## config.mk

```make
export PLATFORM = sky130hd
export DESIGN_NAME = wrr_burst_arbiter
export DESIGN_NICKNAME = d
export VERILOG_FILES = /design/src/rtl/wrr_burst_arbiter.sv
export SDC_FILE = /design/constraint.sdc
export NUM_CORES = 1
export LEC_CHECK = 0
export CAP_MARGIN = 20
export CORE_UTILIZATION = 35
export CTS_CLUSTER_DIAMETER = 80
export DETAILED_ROUTE_END_ITERATION = 8
export PLACE_DENSITY = 0.74
export REMOVE_ABC_BUFFERS = 1
export SYNTH_ARGS = -nofsm -noshare
export SYNTH_HDL_FRONTEND = slang
export SYNTH_SLANG_ARGS = --single-unit
```

## constraint.sdc

```tcl
create_clock -name clk -period 3.86 [get_ports clk]
set_input_delay 0.772 -clock clk [delete_from_list [all_inputs] [get_ports clk]]
set_output_delay 0.772 -clock clk [all_outputs]
set_load 0.01 [all_outputs]
```

## src/rtl/wrr_burst_arbiter.sv

```systemverilog
// Weighted round-robin arbiter with burst hold: a grant stays with one requester
// for up to weight[i] transfers (weight 0 counts as 1) before the pointer rotates.
module wrr_burst_arbiter #(
    parameter int N   = 4,
    parameter int WW  = 3,
    parameter int IDW = $clog2(N)
) (
    input  logic            clk,
    input  logic            rst,
    input  logic [N-1:0]    req,
    input  logic [N-1:0]    last,
    input  logic [N*WW-1:0] weight,
    output logic [N-1:0]    gnt,
    output logic            gnt_vld,
    output logic [IDW-1:0]  gnt_id
);

    typedef enum logic {
        IDLE,
        GRANT
    } state_t;

    state_t         state;
    logic [IDW-1:0] ptr;
    logic [WW-1:0]  credit;

    logic           cur_req;
    logic           cur_last;
    logic           transfer;
    logic           release_now;
    logic [IDW-1:0] nxt_ptr;
    logic [IDW-1:0] base;
    logic           win;
    logic [IDW-1:0] sel;
    logic [IDW-1:0] idx;
    logic [WW-1:0]  sel_weight;
    logic [WW-1:0]  load_credit;

    // On release the scan already starts past the current owner, so the owner
    // is considered last and only re-wins when nobody else is asking.
    always_comb begin
        cur_req     = req[gnt_id];
        cur_last    = last[gnt_id];
        transfer    = (state == GRANT) && cur_req && cur_last;
        release_now = (state == GRANT) && (!cur_req || (cur_last && (credit == WW'(1))));
        nxt_ptr     = (gnt_id == IDW'(N - 1)) ? '0 : gnt_id + IDW'(1);
        base        = release_now ? nxt_ptr : ptr;
        win         = 1'b0;
        sel         = '0;
        idx         = '0;
        for (int k = N - 1; k >= 0; k--) begin
            idx = IDW'((int'(base) + k) % N);
            if (req[idx]) begin
                win = 1'b1;
                sel = idx;
            end
        end
        sel_weight  = weight[int'(sel)*WW +: WW];
        load_credit = (sel_weight == '0) ? WW'(1) : sel_weight;
    end

    always_ff @(posedge clk or posedge rst) begin
        if (rst) begin
            state   <= IDLE;
            ptr     <= '0;
            credit  <= '0;
            gnt     <= '0;
            gnt_vld <= 1'b0;
            gnt_id  <= '0;
        end else begin
            case (state)
                IDLE: begin
                    if (win) begin
                        gnt     <= N'(1) << sel;
                        gnt_vld <= 1'b1;
                        gnt_id  <= sel;
                        credit  <= load_credit;
                        state   <= GRANT;
                    end else begin
                        gnt     <= '0;
                        gnt_vld <= 1'b0;
                    end
                end
                GRANT: begin
                    if (release_now) begin
                        ptr <= nxt_ptr;
                        if (win) begin
                            gnt     <= N'(1) << sel;
                            gnt_vld <= 1'b1;
                            gnt_id  <= sel;
                            credit  <= load_credit;
                        end else begin
                            gnt     <= '0;
                            gnt_vld <= 1'b0;
                            state   <= IDLE;
                        end
                    end else if (transfer) begin
                        credit <= credit - WW'(1);
                    end
                end
                default: begin
                    state   <= IDLE;
                    gnt     <= '0;
                    gnt_vld <= 1'b0;
                end
            endcase
        end
    end

endmodule

```

* Word-level counts from Yosys, hierarchy flattened
Index checks and enable logic that the tools add are counted.
** Cells by class
- Add/sub/neg operators :: 5
- Multiply operators :: 1
- Magnitude comparators :: 5
- Eq/ne operators :: 4
- Shift operators :: 2
- Muxes and demuxes :: 38
- Bitwise gates (word level) :: 1
- Reduce and logical (&&, ||, !) cells :: 7
** Operator list (count)
- two-way mux 2 bit :: 8
- less-than comparator 2 x 3 -> 1 bit, second input constant :: 5
- two-way mux 1 bit :: 13
- binary-select mux 1 bit (select 2 bit) :: 6
- two-way mux 3 bit :: 4
- indexed part select 12 x 5 -> 3 bit :: 1
- two-way mux 4 bit :: 2
- one-hot mux 4 bit (2 select lines) :: 1
- one-hot mux 3 bit (2 select lines) :: 1
- adder 2 x 1 -> 2 bit, second input constant :: 2
- adder 2 bit, second input constant :: 2
- logical AND 1 bit :: 4
- multiplier 2 x 2 -> 4 bit, second input constant :: 1
- one-hot mux 1 bit (2 select lines) :: 2
- one-hot mux 2 bit (2 select lines) :: 1
- << shifter 1 x 2 -> 4 bit, first input constant :: 1
- equality test 3 x 1 -> 1 bit, second input constant :: 1
- logical NOT 3 bit :: 1
- != test 3 x 1 -> 1 bit, second input constant :: 1
- subtractor 3 x 1 -> 3 bit, second input constant :: 1
- equality test 2 bit, second input constant :: 1
- != test 2 x 1 -> 1 bit, second input constant :: 1
- logical NOT 1 bit :: 1
- logical OR 1 bit :: 1
- NOT 1 bit :: 1
** Storage, ports and cells
- Bits in registers :: 13
- Input port bits :: 22
- Output and inout port bits :: 7
- Logic and storage cells :: 69

* Logic depth before layout (Yosys ltp)
Gate-level depths: netlist of the first run.
- Depth in word-level cells :: 20
- Gate-level depth with buffers :: 11
- Gate-level depth less buffers :: 10

* Worst setup path before layout of the first run
Ideal clock, no wire load.
- Kind :: in2reg
- From :: input port last[3]
- To :: register credit[0]
- Library setup time :: 0.124 ns
- Arrival time :: 2.943 ns
- Required time :: 3.736 ns
- Path slack :: 0.793 ns
- Stages on the path :: 8
- Buffers on the path :: 1
- Cells stage by stage :: mux4_2 > a21bo_4 > a211oi_1 > o21a_1 > a21o_1 > buf_6 > mux4_2 > o31a_1
** Between the ends
- Longest elaborated chain between the ends :: 20
- Elaborated cells between the ends (all ways) :: 34
- Those cells by class :: 3 x add/sub; 1 x mul; 1 x eq/ne; 1 x shift; 23 x mux; 5 x reduce/logical
** Ends and longest elaborated chain
- start: declaration :: RTL line 11 : input logic [N-1:0] last,
- binary-select mux 1 bit (select 2 bit) (*) :: RTL line 43 : cur_last = last[gnt_id];
- two-way mux 1 bit (implied by the code) (*) :: RTL line 43
- logical AND 1 bit :: RTL line 45 : release_now = (state == GRANT) && (!cur_req || (cur_last && (credit == WW'(1))));
- logical OR 1 bit :: RTL line 45
- logical AND 1 bit :: RTL line 45
- two-way mux 2 bit
- adder 2 bit :: RTL line 52 : idx = IDW'((int'(base) + k) % N);
- binary-select mux 1 bit (select 2 bit) :: RTL line 53 : if (req[idx]) begin
- two-way mux 1 bit (implied by the code) :: RTL line 53
- two-way mux 2 bit (4 in series) :: RTL line 53
- multiplier 2 x 2 -> 4 bit :: RTL line 58 : sel_weight = weight[int'(sel)*WW +: WW];
- indexed part select 12 x 5 -> 3 bit :: RTL line 58
- logical NOT 3 bit :: RTL line 59 : load_credit = (sel_weight == '0) ? WW'(1) : sel_weight;
- two-way mux 3 bit :: RTL line 59
- two-way mux 3 bit :: RTL line 73, 87
- two-way mux 3 bit :: RTL line 85 : if (release_now) begin
- one-hot mux 3 bit (2 select lines) :: RTL line 71 : case (state)
- end signal: assignment :: RTL line 77 : credit <= load_credit;
- end signal: assignment :: RTL line 91 : credit <= load_credit;
- end signal: assignment :: RTL line 98 : credit <= credit - WW'(1);
- end: declaration :: RTL line 25 : logic [WW-1:0] credit;
Mark *: on every way between the ends. The rest lies on a longest branch, timed or not. The select of a mux whose other input is x is not followed.
A chain may end at the register's enable or synchronous reset.

* Worst setup path after layout of the first run
- From :: input port req[0]
- To :: register credit[0]
** Between the ends
- Longest elaborated chain between the ends :: 20
- Elaborated cells between the ends (all ways) :: 35
- Those cells by class :: 3 x add/sub; 1 x mul; 1 x eq/ne; 1 x shift; 23 x mux; 6 x reduce/logical
** Ends and longest elaborated chain
- start: declaration :: RTL line 10 : input logic [N-1:0] req,
- binary-select mux 1 bit (select 2 bit) :: RTL line 42 : cur_req = req[gnt_id];
- two-way mux 1 bit (implied by the code) :: RTL line 42
- logical NOT 1 bit :: RTL line 45
- logical OR 1 bit :: RTL line 45
- logical AND 1 bit :: RTL line 45
- two-way mux 2 bit
- adder 2 bit :: RTL line 52
- binary-select mux 1 bit (select 2 bit) :: RTL line 53
- two-way mux 1 bit (implied by the code) :: RTL line 53
- two-way mux 2 bit (4 in series) :: RTL line 53
- multiplier 2 x 2 -> 4 bit :: RTL line 58
- indexed part select 12 x 5 -> 3 bit :: RTL line 58
- logical NOT 3 bit :: RTL line 59
- two-way mux 3 bit :: RTL line 59
- two-way mux 3 bit :: RTL line 73, 87
- two-way mux 3 bit :: RTL line 85
- one-hot mux 3 bit (2 select lines) :: RTL line 71
Parallel ways exist; a longest one is shown, timed or not. The select of a mux whose other input is x is not followed.

==> results of run 1 <==
==> layer usage <==
layer	global-route usage [%]	up-vias	routed length, microns
met3	5.08	5	152
met5	0	-	0
li1	-	446	-
met4	5.13	0	22
met2	29.6	37	1150
met1	23.6	418	963
==> through the flow <==
stage / hold slack, ns / cells / total power [mW]
after floorplan: 0.459 / 99 / 0.669
after global placement: 0.469 / 159 / 0.847
after detailed placement: 0.475 / 159 / 0.865
after CTS: 0.494 / 163 / 0.955
after global routing: 0.522 / 163 / 1.04
final: 0.490 / 163 / 0.955
==> registers in the layout, indices dropped and copies added (netlist names) <==
signal / flops
ptr: 2
gnt_vld: 1
gnt: 4
gnt_id: 2
credit: 3
state: 1
==> layout by cell type (no fill, tap or decap), drive strengths merged, types with 3 or more instances in the layout <==
master	Yosys	final
a211oi	9	9
a21oi	5	5
clkbuf	3	4
clkdlybuf4s50	0	28
dfrtp	13	13
ha	3	3
inv	9	9
mux4	3	3
nand2	11	11
nand3	6	6
nor2	4	4
o21a	3	3
o21ai	8	8
==> cell families (layout without fill, tap and decap cells) <==
kind of cell               count (synthesis)  after routing  share of synthesized area, %
adders and majority gates                  3              3                          3.96
buffers and inverters                     13             43                          5.94
muxes                                      3              3                          7.13
DFF                                       13             13                          34.3
and+or+nand+nor                           34             34                          19.6
AOI/OAI and AO/OA                         37             37                          29.1
==> tightest hold or removal path, cell delays in order (launching register included) <==
cell and delay (ns):
dfrtp_1 0.35, nand2_1 0.05, o21ai_0 0.06
==> where the power goes <==
part           internal [mW]  switching [mW]
Sequential             0.194          0.0584
Combinational          0.303           0.313
Clock                 0.0401          0.0454
==> worst paths after layout <==
check / start / endpoint / slack, ns / cells after the start
max in group asynchronous: rst / ptr[1]$_DFFE_PP0P_ / 2.70 / 2
min: gnt[2]$_DFFE_PP0N_ / gnt[2]$_DFFE_PP0N_ / 0.49 / 2
max: req[0] / credit[0]$_DFFE_PP0P_ / 0.54 / 8
min reg2reg: gnt[2]$_DFFE_PP0N_ / gnt[2]$_DFFE_PP0N_ / 0.49 / 2
min in group asynchronous: rst / gnt[2]$_DFFE_PP0N_ / 0.82 / 2
max reg2reg: gnt_id[0]$_DFFE_PP0P_ / credit[0]$_DFFE_PP0P_ / 0.93 / 7
==> layout make-up <==
type | instances | area, sq um | area share (%)
clock buffer | 4 | 26.3 | 2.05
timing repair buffer | 30 | 295 | 23.0
inverter | 9 | 33.8 | 2.63
sequential | 13 | 325 | 25.3
tap | 30 | 37.5 | 2.92
multi-input combinational | 77 | 566 | 44.1
==> impl_results.md, run 1 <==
- First-pass GRT wire length: 3750 microns
- Initial antenna violation count: 0
- Post-synth top cells: 13 x dfrtp_1, 11 x nand2_1, 9 x a211oi_1, 9 x inv_1, 7 x o21ai_0
- Number of nets in the layout: 159
- Critical path, cell by cell: clkdlybuf4s50_1 -> mux4_2 -> a21boi_2 -> nor4_1 -> o21a_1 -> a21o_1 -> mux4_2 -> o31a_1
- GPL Wtd Cong: 0.971
- Placed Area: 1260 sq um
- Layout Area Growth over Synthesis: 35.5%
- Gr ovfl total: 0
- TritonRoute pass-1 iters: 4
- Clk buf depth: 2
- Worst VDD drop: 0.000436 V
- WL per Instance: 14.0 microns
- Family with the most delay on the worst path: multiplexers
- Io pins: 29
- Post-synth EDFFs: 0
- Fill count: 245
- Rel. slew slack: 66.6%
- IO Port Bufs: 28
- CP max stage delay: 0.52 ns
- Die Span X: 54.0 microns
- DRT iter0 DRCs: 24
- Area contributors post-synth: dfrtp_1 34%, a211oi_1 7.1%, mux4_2 7.1%, nand2_1 4.4%, ha_1 4.0%
- Post-Route WL: 2290 microns
- Final worst slack: 0.536 ns
- DRC: 0
- CTS tree: built
- Fin Setup TNS: 0 ns
- Synth Register Bits: 13
- Status: completed
- Row count: 18
- Synth top area share: 34.3%
- Proportion of layout cells with a drive suffix above 1: 12.8%
- Ys async rst share: 100%
- Unrepaired setup endpoints after global routing: false
- Crit Path Class: primary input to flop
- Worst min path class: flop to flop
- Die Area: 2920 sq um
- Leakage: 0.553 nW
- Top_reg_cell synth: dfrtp_1
- Fin util: 50.9%
- CTS root buffer: clkbuf_4
- Number of max-cap violations: 0
- ANT cells: 0
- Vias in the first global route: 828
- Fin crit period: 3.32 ns
- Initial core utilization: 37.5%
- Core ar.: 2520 sq um
- Clk slew on worst S/H paths: 0.08 ns
- GRT Total Usage: 18.3%
- Largest net degree at the start of global routing: 14
- Synth cell types: 37
- Post-route antenna net violation count: 0
- Slew @ Worst Pin: 0.500 ns
- WP buf/inv: 1
- Setup Buffers After CTS: 0
- Largest area contributor in the netlist: dfrtp_1
- Gate Count Post-Synth: 103
- Routed via count: 906
- Chip Height: 54.0 microns
- Req. time, crit path: 4.03 ns
- Clock latency on the worst-skew pair: 0.28 ns
- Critical-path top delay cell: clkdlybuf4s50_1
- Crit Path Max Fanout: 7
- Crit-path most repeated cell: mux4_2
- Top-count cell post-synth: dfrtp_1
- Fin area: 1280 sq um
- Power per cell area: 744 nW/um^2
- Vias/cell: 5.56
- Period utilization: 86.1%
- Critical Path Start Type: primary input
- Nature of the critical path endpoint: flop
- CTS sink count: 13
- Data arrival time of the critical path: 3.49 ns
- Syn_area_per_cell: 9.20 sq um
- Fmax: 301 MHz
- DP Wirelength: 1800 microns
- Final hold vios: 0
- Pre-CTS WS: 0.304 ns
- # resized after CTS: 0
- Setup-failing EPs final: 0
- Hold buffer count at CTS: 0
- Sequential area share after synthesis: 34.3%
- Slew Viols, Final: 0
- H-tree levels: 1
- Mapped cell area: 947 sq um
- Clock skew after layout: 0.00422 ns
- Ys Warns: 0
- Num CTS Buffers: 3
Power figures use the tool's default switching activity.
==> inputs of run 2 (changes only) <==
==> constraint.sdc (replaced) <==
create_clock -name clk -period 3.14 [get_ports clk]
set_input_delay 0.628 -clock clk [delete_from_list [all_inputs] [get_ports clk]]
set_output_delay 0.628 -clock clk [all_outputs]
set_load 0.01 [all_outputs]
==> impl_results.md, run 2 (synthesis gave the netlist of run 1 again) <==
- Clk slew on worst S/H paths: 0.08 ns
- WL per Instance: 14.1 microns
- Fin crit period: 3.01 ns
- Die Span X: 54.0 microns
- Fin Setup TNS: 0 ns
- Req. time, crit path: 3.31 ns
- Vias/cell: 5.36
- Reg-to-Reg End: credit[0]$_DFFE_PP0P_
- GPL Wtd Cong: 0.824
- Die Area: 2920 sq um
- Clock latency on the worst-skew pair: 0.28 ns
- Gr ovfl total: 0
- Fmax: 332 MHz
- Hold Crit Depth: 2
- Largest register FFs: 4
- Number of max-cap violations: 0
- Vias in the first global route: 942
- Chip Height: 54.0 microns
- Worst min path class: flop to flop
- Commonest non-fill, non-tap cells in the layout: 28 x clkdlybuf4s50_1, 18 x buf_4, 13 x dfrtp_1
- Total power: 1.31 mW
- Fin cells: 179
- Row count: 18
- Crit-path most repeated cell: mux4_2
- Data arrival time of the critical path: 3.17 ns
- Initial antenna violation count: 0
- H-tree levels: 1
- Clock skew after layout: 0.00126 ns
- DP Wirelength: 2070 microns
- CP max stage delay: 0.50 ns
- IO Port Bufs: 28
- Nature of the critical path endpoint: flop
- Leakage: 0.631 nW
- Slew @ Worst Pin: 0.502 ns
- Largest net degree at the start of global routing: 14
- Slew Viols, Final: 0
- Period utilization: 95.8%
- Worst VDD drop: 0.000561 V
- Sequential Area: 325 sq um
- Area of the multi-input gates: 576 sq um
- Commonest non-fill, non-tap cell in the layout: clkdlybuf4s50_1
- Critical-path top delay cell: mux4_2
- Number of nets in the layout: 175
- Setup-failing EPs final: 0
- Worst reg-to-reg path cell count: 8
- Post-Route WL: 2530 microns
- Power per cell area: 928 nW/um^2
- Final hold vios: 0
- ANT cells: 0
- DRT iter0 DRCs: 15
- Worst R2R Setup Slack: 0.29 ns
- Worst reg2reg startpoint: gnt_id[0]$_DFFE_PP0P_
- First-pass GRT wire length: 4060 microns
- Num CTS Buffers: 3
- Endpoint, Worst Hold: credit[1]$_DFFE_PP0P_
- Rel. slew slack: 66.5%
- Critical path, cell by cell: clkdlybuf4s50_1 -> mux4_2 -> buf_4 -> a21boi_2 -> o21ai_0 -> o22ai_2 -> a21o_1 -> mux4_2 -> o31a_1
- GRT Total Usage: 20.1%
- Hold_sp: credit[1]$_DFFE_PP0P_
- Io pins: 29
- Clk buf depth: 2
- Initial core utilization: 37.5%
- Inst Count DP: 175
- Fill count: 235
- TritonRoute pass-1 iters: 4
- Most flops, register: gnt
- Proportion of layout cells with a drive suffix above 1: 23.5%
- CTS root buffer: clkbuf_4
- Post-route antenna net violation count: 0
- Crit Path Max Fanout: 4
- CTS tree: built
- Routed via count: 960
- Core ar.: 2520 sq um
- Critical Path Start Type: primary input
- Setup Buffers After CTS: 0
- Status: completed
- CTS sink count: 13
- Unrepaired setup endpoints after global routing: false
- DRC: 0
- Layout Area Growth over Synthesis: 49.3%
- Regs by FF count: gnt x4, credit x3
- Crit Path Class: primary input to flop
-- run 2: changes by cell type in the layout (fill, tap and decap cells not counted), sizes merged --
| cell | previous run | this run |
|---|---|---|
| buf | 2 | 18 |
-- run 2: area by class of cell --
cell class	count	share of cell area, %
Multi-Input combinational cell	77	40.7
Timing Repair Buffer	46	29.4
Inverter	9	2.39
Tap cell	30	2.65
Sequential cell	13	23.0
Clock buffer	4	1.86
-- run 2: critical path, delay by kind of cell --
family / cells / cell delay, ns
AOI/OAI and AO/OA: 5 / 1.00
muxes: 2 / 0.99
buffers and inverters: 2 / 0.56
-- run 2: layer usage --
layer / vias up / track usage [%] / wire length [microns]
li1: 475 / - / -
met2: 21 / 32.9 / 1270
met4: 0 / 6.41 / 32
met3: 4 / 6.21 / 90
met1: 460 / 25.0 / 1130
met5: - / 0 / 0
-- run 2: power breakdown --
part	internal [mW]	switching [mW]
clock network	0.0493	0.0535
registers	0.239	0.0706
logic	0.475	0.424
total	0.764	0.548
-- run 2: worst max-delay path by stage --
stage	cells past startpoint	to	from
finish	9	credit[0]$_DFFE_PP0P_	last[3]
global route	11	credit[2]$_DFFE_PP0P_	last[3]
CTS	11	credit[0]$_DFFE_PP0P_	last[3]
detailed placement	11	credit[2]$_DFFE_PP0P_	last[3]
global placement	11	credit[2]$_DFFE_PP0P_	last[3]
floorplan	7	credit[0]$_DFFE_PP0P_	last[3]
-- run 2: stage by stage --
stage          hold slack [ns]  util (%)  cell area (sq um)  setup WS, ns
6_report                 0.496      56.1               1410         0.132
5_1_grt                  0.513      56.1               1410        0.0282
4_1_cts                  0.496      55.7               1400         0.127
3_5_place_dp             0.478      54.6               1380        -0.157
3_3_place_gp             0.468      54.6               1380        -0.107
2_1_floorplan            0.459         -                925         0.186
-- run 2: repair_timing --
action / 4_1_cts / 5_1_grt
hold buffers: 0 / 0
resized for setup: 0 / 2
endpoints found under the setup margin: 0 / 3
==> inputs of run 3 (changes only) <==
--- a/config.mk
+++ b/config.mk
@@ -6,10 +6,10 @@
 export NUM_CORES = 1
 export LEC_CHECK = 0
 export CAP_MARGIN = 20
-export CORE_UTILIZATION = 35
+export CORE_UTILIZATION = 41
 export CTS_CLUSTER_DIAMETER = 80
 export DETAILED_ROUTE_END_ITERATION = 8
-export PLACE_DENSITY = 0.74
+export PLACE_DENSITY = 0.82
 export REMOVE_ABC_BUFFERS = 1
 export SYNTH_ARGS = -nofsm -noshare
 export SYNTH_HDL_FRONTEND = slang
==> constraint.sdc (replaced) <==
create_clock -name clk -period 3.2 [get_ports clk]
set_input_delay 0.64 -clock clk [delete_from_list [all_inputs] [get_ports clk]]
set_output_delay 0.64 -clock clk [all_outputs]
set_load 0.01 [all_outputs]
==> impl_results.md, run 3 (synthesis gave the netlist of run 1 again) <==
- Status: completed
- Endpoint, Worst Hold: gnt[0]$_DFFE_PP0N_
- Chip Height: 50.1 microns
- DP Wirelength: 2030 microns
- Crit Path Max Fanout: 6
- Met1 usage: 25.0%
- Inst Count DP: 168
- Clk slew on worst S/H paths: 0.08 ns
- DRT iter0 DRCs: 31
- Final hold vios: 0
- Worst reg2reg startpoint: gnt_id[0]$_DFFE_PP0P_
- Most flops, register: gnt
- Layout Area Growth over Synthesis: 44.0%
- H-tree levels: 1
- Core ar.: 2190 sq um
- Rel. slew slack: 67.9%
- Nature of the critical path endpoint: flop
- Clock latency on the worst-skew pair: 0.27 ns
- Hold Crit Depth: 2
- Req. time, crit path: 3.36 ns
- Regs by FF count: gnt x4, credit x3
- Largest net degree at the start of global routing: 14
- Fin crit period: 3.08 ns
- Final worst slack: 0.121 ns
- Crit Path Class: primary input to flop
- Row count: 17
- Slew Viols, Final: 0
- Die Area: 2510 sq um
- Largest register FFs: 4
- Power per cell area: 900 nW/um^2
- Reg-to-Reg End: credit[0]$_DFFE_PP0P_
- Busiest grt layer: met2
- Setup-failing EPs final: 0
- CTS tree: built
- GPL Wtd Cong: 1.05
- Data arrival time of the critical path: 3.24 ns
- Total power: 1.23 mW
- Commonest non-fill, non-tap cells in the layout: 28 x clkdlybuf4s50_1, 13 x dfrtp_1, 13 x buf_4
- Vias in the first global route: 992
- Worst VDD drop: 0.000461 V
- Number of nets in the layout: 170
- GR Util met3: 3.40%
- Setup Buffers After CTS: 0
- ANT cells: 0
- # resized after CTS: 0
- DRC: 0
- Initial core utilization: 43.2%
- Period utilization: 96.2%
- Unrepaired setup endpoints after global routing: false
- Met2 Track Usage GR: 38.2%
- Fill count: 172
- Post-Route WL: 2600 microns
- Worst min path class: flop to flop
- Worst R2R Setup Slack: 0.34 ns
- Hold buffer count at CTS: 0
- Worst reg-to-reg path cell count: 7
- Clock skew after layout: 0.00941 ns
- GRT Total Usage: 22.6%
- Fin cells: 172
- IO Port Bufs: 28
- Post-route antenna net violation count: 0
- TritonRoute pass-1 iters: 4
- Initial antenna violation count: 0
- Proportion of layout cells with a drive suffix above 1: 19.4%
- Number of max-cap violations: 0
- Gr ovfl total: 0
- Hold_sp: gnt[0]$_DFFE_PP0N_
- Clk buf depth: 2
- Num CTS Buffers: 3
- CTS sink count: 13
- Critical Path Start Type: primary input
- Io pins: 29
- First-pass GRT wire length: 4230 microns
- Die Span X: 50.1 microns
- WL per Instance: 15.1 microns
- Pre-CTS WS: -0.102 ns
- Leakage: 0.606 nW
- Fmax: 325 MHz
- CTS root buffer: clkbuf_4
- Vias/cell: 5.80
- Slew @ Worst Pin: 0.482 ns
- Commonest non-fill, non-tap cell in the layout: clkdlybuf4s50_1
- Routed via count: 998
run 3: worst max path at each step:
stage	slack, ns	cells past startpoint	startpoint	endpoint
after global routing	0.03	8	last[3]	credit[0]$_DFFE_PP0P_
after global placement	-0.04	8	req[3]	credit[0]$_DFFE_PP0P_
final	0.12	8	last[2]	credit[0]$_DFFE_PP0P_
after CTS	0.17	8	last[3]	credit[0]$_DFFE_PP0P_
after detailed placement	-0.10	8	last[3]	credit[0]$_DFFE_PP0P_
after floorplan	0.23	7	last[3]	credit[0]$_DFFE_PP0P_
run 3: through the flow:
stage / util, % / hold slack, ns / setup TNS (ns) / area (sq um)
after floorplan: - / 0.459 / 0 / 925
after global placement: 61.1 / 0.476 / -0.0371 / 1340
after detailed placement: 61.1 / 0.474 / -0.102 / 1340
after CTS: 62.3 / 0.495 / 0 / 1360
after global routing: 62.3 / 0.512 / 0 / 1360
final: 62.3 / 0.489 / 0 / 1360
run 3: power breakdown:
part | total (mW) | switching, mW | internal [mW]
Sequential | 0.306 | 0.0713 | 0.235
Combinational | 0.822 | 0.396 | 0.426
Clock | 0.0991 | 0.0509 | 0.0482
Total | 1.23 | 0.519 | 0.709
run 3: per-layer routing:
metal	share of wire, %	routed length (microns)
met5	0	0
met4	4.4	113
met3	4.9	128
met2	50	1290
met1	41	1060
run 3: layout make-up:
cell class | instances | area [sq um] | area share [%]
flip-flops and latches | 13 | 325 | 23.9
well taps | 28 | 35.0 | 2.57
inverters | 9 | 33.8 | 2.48
repair buffers | 41 | 378 | 27.7
clock buffers | 4 | 26.3 | 1.93
multi-input cells | 77 | 566 | 41.5
run 3: critical path: stages:
cell	delay (ns)
clkdlybuf4s50_1	0.42
mux4_2	0.53
a21bo_4	0.27
and3_2	0.21
o21ai_0	0.26
and4b_1	0.33
mux4_2	0.32
o31a_1	0.28
